<file path="config.mk">
export PLATFORM = sky130hd
export DESIGN_NAME = ansi_colour_decoder
export DESIGN_NICKNAME = d
export VERILOG_FILES = /design/src/rtl/ansi_colour_decoder.sv
export SDC_FILE = /design/constraint.sdc
export NUM_CORES = 1
export LEC_CHECK = 0
export BUFFER_PORTS_ARGS = -buffer_cell sky130_fd_sc_hd__buf_4
export CAP_MARGIN = 25
export CORE_ASPECT_RATIO = 1.4
export CORE_MARGIN = 10
export CORE_UTILIZATION = 45
export DETAILED_ROUTE_END_ITERATION = 8
export PLACE_DENSITY = 0.78
export SLEW_MARGIN = 25
export SYNTH_ARGS = -nofsm -noshare
export SYNTH_HDL_FRONTEND = slang
export SYNTH_SLANG_ARGS = --single-unit
</file>
<file path="constraint.sdc">
create_clock -name clk -period 2.8 [get_ports clk]
set_input_delay 0.14 -clock clk [delete_from_list [all_inputs] [get_ports clk]]
set_output_delay 0.14 -clock clk [all_outputs]
set_load 0.05 [all_outputs]
</file>
<file path="src/rtl/ansi_colour_decoder.sv">
// ansi_colour_decoder: strips ANSI SGR colour escapes and tags each printable byte with the colour in force
module ansi_colour_decoder #(
  parameter int MAX_DIGITS = 3,
  parameter int ERR_CNT_W  = 16
) (
  input  logic                 clk,
  input  logic                 rst_n,
  input  logic                 in_valid,
  output logic                 in_ready,
  input  logic [7:0]           in_data,
  output logic                 out_valid,
  input  logic                 out_ready,
  output logic [7:0]           out_data,
  output logic [2:0]           out_colour,
  output logic                 seq_err,
  output logic [ERR_CNT_W-1:0] err_count
);
  localparam int ACC_W = $clog2(10 ** MAX_DIGITS);
  localparam int CNT_W = $clog2(MAX_DIGITS + 1);
  localparam logic [2:0] WHITE = 3'd0, BLUE = 3'd1, YELLOW = 3'd2, RED = 3'd3, GREEN = 3'd4;
  typedef enum logic [1:0] {TEXT, ESC_SEEN, CSI} state_t;
  state_t           state;
  logic [2:0]       colour, code_col;
  logic [ACC_W-1:0] acc;
  logic [ACC_W+3:0] acc_next;
  logic [CNT_W-1:0] dcnt;
  logic             fire, is_digit, is_term, code_ok, err_now;
  assign in_ready = !out_valid || out_ready;
  always_comb begin
    fire     = in_valid && in_ready;
    is_digit = in_data >= 8'h30 && in_data <= 8'h39;
    is_term  = in_data == 8'h3B || in_data == 8'h6D;
    acc_next = (ACC_W+4)'(acc) * (ACC_W+4)'(10) + (ACC_W+4)'(in_data - 8'h30);
    code_ok  = acc inside {ACC_W'(0), ACC_W'(37), ACC_W'(94), ACC_W'(33), ACC_W'(31), ACC_W'(32)};
    code_col = acc == ACC_W'(94) ? BLUE :
               acc == ACC_W'(33) ? YELLOW :
               acc == ACC_W'(31) ? RED :
               acc == ACC_W'(32) ? GREEN : WHITE;
    err_now  = fire && (state == ESC_SEEN ? in_data != 8'h5B :
               state == CSI && (is_digit ? dcnt == CNT_W'(MAX_DIGITS) : !(is_term && code_ok)));
  end
  // The 'm' terminator commits the colour of the final parameter, so no separate pending register is kept.
  always_ff @(posedge clk or negedge rst_n) begin
    if (!rst_n) begin
      state      <= TEXT;
      colour     <= WHITE;
      acc        <= '0;
      dcnt       <= '0;
      out_valid  <= 1'b0;
      out_data   <= '0;
      out_colour <= WHITE;
      seq_err    <= 1'b0;
      err_count  <= '0;
    end else begin
      seq_err <= err_now;
      if (err_now && !(&err_count)) err_count <= err_count + ERR_CNT_W'(1);
      if (fire) begin
        out_valid <= state == TEXT && in_data != 8'h1B;
        if (err_now) state <= TEXT;
        else if (state == TEXT) begin
          if (in_data == 8'h1B) state <= ESC_SEEN;
          else begin
            out_data   <= in_data;
            out_colour <= colour;
          end
        end else if (state == ESC_SEEN) begin
          state <= CSI;
          acc   <= '0;
          dcnt  <= '0;
        end else if (is_digit) begin
          acc  <= ACC_W'(acc_next);
          dcnt <= dcnt + CNT_W'(1);
        end else begin
          acc  <= '0;
          dcnt <= '0;
          if (in_data == 8'h6D) begin
            colour <= code_col;
            state  <= TEXT;
          end
        end
      end else if (out_ready) out_valid <= 1'b0;
    end
  end
endmodule
</file>
==> impl_metrics.ini <==
[status]
status = completed

[timing]
drv_slew = 0
skew_ns = 0.00713
tns_ns = 0
fmax_mhz = 376
period_share = 0.950
whs_ns = 0.0632
setup-violations-final = 0
fin_crit_ns = 2.66
hold_viol_final = 0
slew_headroom = 0.612
tightest_slew_ns = 0.582
rsz0062_at_grt = no

[cts]
cts_tree = built
clock_latency_ns = 0.30
numClockSinks = 46
clk_path_buf_depth = 2
path_clk_slew_ns = 0.09
cts_buffers = 5
htree_levels = 2
cts-root-buf = clkbuf_8

[min_path]
holdCritPathClass = in -> reg
hold-path-cell-count = 3

[setup_path]
crit_type = reg -> reg
cp_num_buf_inv = 1
r2r-start = acc[4]$_DFFE_PN0P_
start_kind = register
critical-path-top-delay-family = simple AND/OR/NAND/NOR gates
critPathCaptureType = register
endpoint = err_count[14]$_DFFE_PN0P_
r2r_slack_ns = 0.14
worstPathCellList = buf_4 -> nand4_1 -> nor4_1 -> o311a_1 -> or3_4 -> o32a_2 -> nor4_2 -> mux2_2
slowest_stage = dfrtp_1
rr_endpoint = err_count[14]$_DFFE_PN0P_
arrival_ns = 2.85
path_depth = 8
worstRegToRegCells = 8
cp-startpoint = acc[4]$_DFFE_PN0P_
cp.required_ns = 2.99
worstPathMaxFanout = 16
critical-path-max-stage-delay_ns = 0.44

[pwr]
p_sw_uw = 738
pwr_density_cell_nw_per_um2 = 541
clkPwrFrac = 0.224
p_comb_frac = 0.345
swShare = 0.390
p_leak_nw = 1.64
p_seq_frac = 0.431
p_int_mw = 1.15
max-vdd-ir-drop_v = 0.000580

[logic_synthesis]
syn-num-nets = 318
synth_edf_count = 0
synth_simple_gate_area_frac = 0.209
synth_top_area_cell = dfrtp_1
ys_ff_latch = 46
synth_ff_type = dfrtp_1
ys_types = 45
synth-xor-area-share = 0.0893
yosys.area_share.adder = 0.120
yosysSeqAreaShare = 0.405
syn_area_um2 = 2840
synthMuxAreaShare = 0.0634
synth_top_family_by_area = simple AND/OR/NAND/NOR gates
syn_avg_cell_area_um2 = 10.2
synthArstFlopShare = 1.00
synth_top_area_share = 0.405
synth_compound_area_frac = 0.0911
synth.area.top_cells = dfrtp_1, ha_1, mux2_2
yosysWarnings = 0
syn_inst = 280

[floorplan]
coreArea_um2 = 6170
die_area_um2 = 9950
io_pins = 42
fp-row-count = 34
die_y_um = 114
fp.dieW_um = 87.2
start_util = 0.461

[global_routing]
grt_pass1_vias = 2424
grt_pass1_wl_um = 11200
grt_max_degree = 47
antenna_found_initial = 0
grt_usage = 0.136
grt-ovfl-total = 0

[layout]
instances_no_fill = 408
syn2layout_area_growth_pct = 22.9
diodes = 0
final_common_cell = buf_4
final_cell_mix = buf_4, dfrtp_1, nand2_1, xor2_1, ha_1
nets = 373
drive_above_1_share = 0.289
post-route-util = 0.567

[route]
firstDrtPassIters = 4
drc = 0
drt_wl_total_um = 6730
drt-initial-drc-count = 124
highest_layer = met4
vias = 2280
wl_met1_um = 2740
wl_met2_um = 3620
wl_per_cell_um = 16.5
via_per_inst = 5.59
met3_length_um = 264
ant_nets = 0

[place]
gp_congestion = 0.923
dp.cells = 398
numPortBuffers = 41
dp_hpwl_um = 5110

[run]
cap_violations = 0
==> repair_timing <==
action,in CTS,in global routing
hold buffers,1,0
setup endpoints to repair,1,4
hold endpoints to repair,46,0
gates resized for setup,1,14
pin swaps,0,5
buffers inserted,0,1
==> cells by family after synthesis <==
family	Yosys count
multiplexers	16
XOR/XNOR	29
adder cells (fa/ha/maj)	26
flip-flops	46
AND/OR/NAND/NOR	109
AO/OA/AOI/OAI	39
buffers and inverters	15
==> cell usage after synthesis (2+ instances only) <==
| cell type | instances |
|---|---|
| nor4b_1 | 3 |
| o31ai_1 | 4 |
| xnor2_1 | 11 |
| a22o_1 | 2 |
| nor4_1 | 6 |
| nand2b_1 | 4 |
| o41ai_1 | 2 |
| and2_1 | 2 |
| nand3_1 | 8 |
| clkbuf_1 | 3 |
| dfrtp_1 | 46 |
| a21oi_1 | 8 |
| inv_1 | 9 |
| nor3b_1 | 2 |
| xor2_1 | 18 |
| a21o_1 | 3 |
| o21bai_1 | 2 |
| mux2_2 | 16 |
| o21ai_0 | 11 |
| nand2_1 | 37 |
| fa_1 | 2 |
| nor4_2 | 3 |
| nand3b_1 | 2 |
| nor2_1 | 14 |
| buf_1 | 2 |
| or3_1 | 2 |
| and3_1 | 3 |
| nor3_1 | 11 |
| or4_1 | 3 |
| nand4_1 | 3 |
| ha_1 | 24 |
==> flip-flops by register name, summed over array words and instances, names as in the netlist <==
register    count
err_count      16
out_colour      3
seq_err         1
dcnt            2
out_valid       1
acc            10
colour          3
out_data        8
state           2
==> worst min-delay path by stage <==
stage / end / slack [ns] / startpoint
global placement: out_data[6]$_DFFE_PN0P_ / 0.18 / rst_n
finish: out_valid$_DFFE_PN0P_ / 0.06 / in_valid
CTS: out_valid$_DFFE_PN0P_ / 0.06 / in_valid
detailed placement: out_data[6]$_DFFE_PN0P_ / 0.18 / rst_n
global route: out_valid$_DFFE_PN0P_ / 0.08 / in_valid
floorplan: acc[0]$_DFFE_PN0P_ / -0.16 / rst_n
==> layout make-up <==
| class | count | area (µm²) |
|---|---|---|
| fillers | 534 | 2670 |
| multi-input cells | 219 | 1720 |
| flip-flops and latches | 46 | 1150 |
| repair buffers | 54 | 408 |
| well taps | 72 | 90.1 |
| clock buffers | 7 | 86.3 |
| inverters | 9 | 33.8 |
| clock inverters | 1 | 5.00 |
==> per-layer routing <==
layer,vias up,GRT usage
met5,-,0
met2,45,0.254
met1,1109,0.146
met4,0,0.0384
met3,10,0.0292
li1,1116,-
==> stage by stage <==
step	setup slack [ns]	power (mW)	cell area, µm²
2_1_floorplan	0.103	1.26	2840
6_report	0.139	1.89	3490
3_3_place_gp	0.0910	1.47	3290
4_1_cts	0.0389	1.90	3400
5_1_grt	0.000963	1.98	3490
3_5_place_dp	-0.00701	1.48	3290
==> tightest hold or removal path: stages <==
cell and delay (ns):
buf_4 0.09, nand2_1 0.04, nand2_1 0.06
==> power groups by stage <==
stage / sequential (mW) / combinational, mW / clock, mW
CTS: 0.815 / 0.658 / 0.431
floorplan: 1.08 / 0.183 / 0
detailed placement: 0.827 / 0.655 / 0
global route: 0.825 / 0.695 / 0.459
global placement: 0.824 / 0.647 / 0
finish: 0.815 / 0.652 / 0.424
Note: power is estimated with default switching activity, not from simulation.
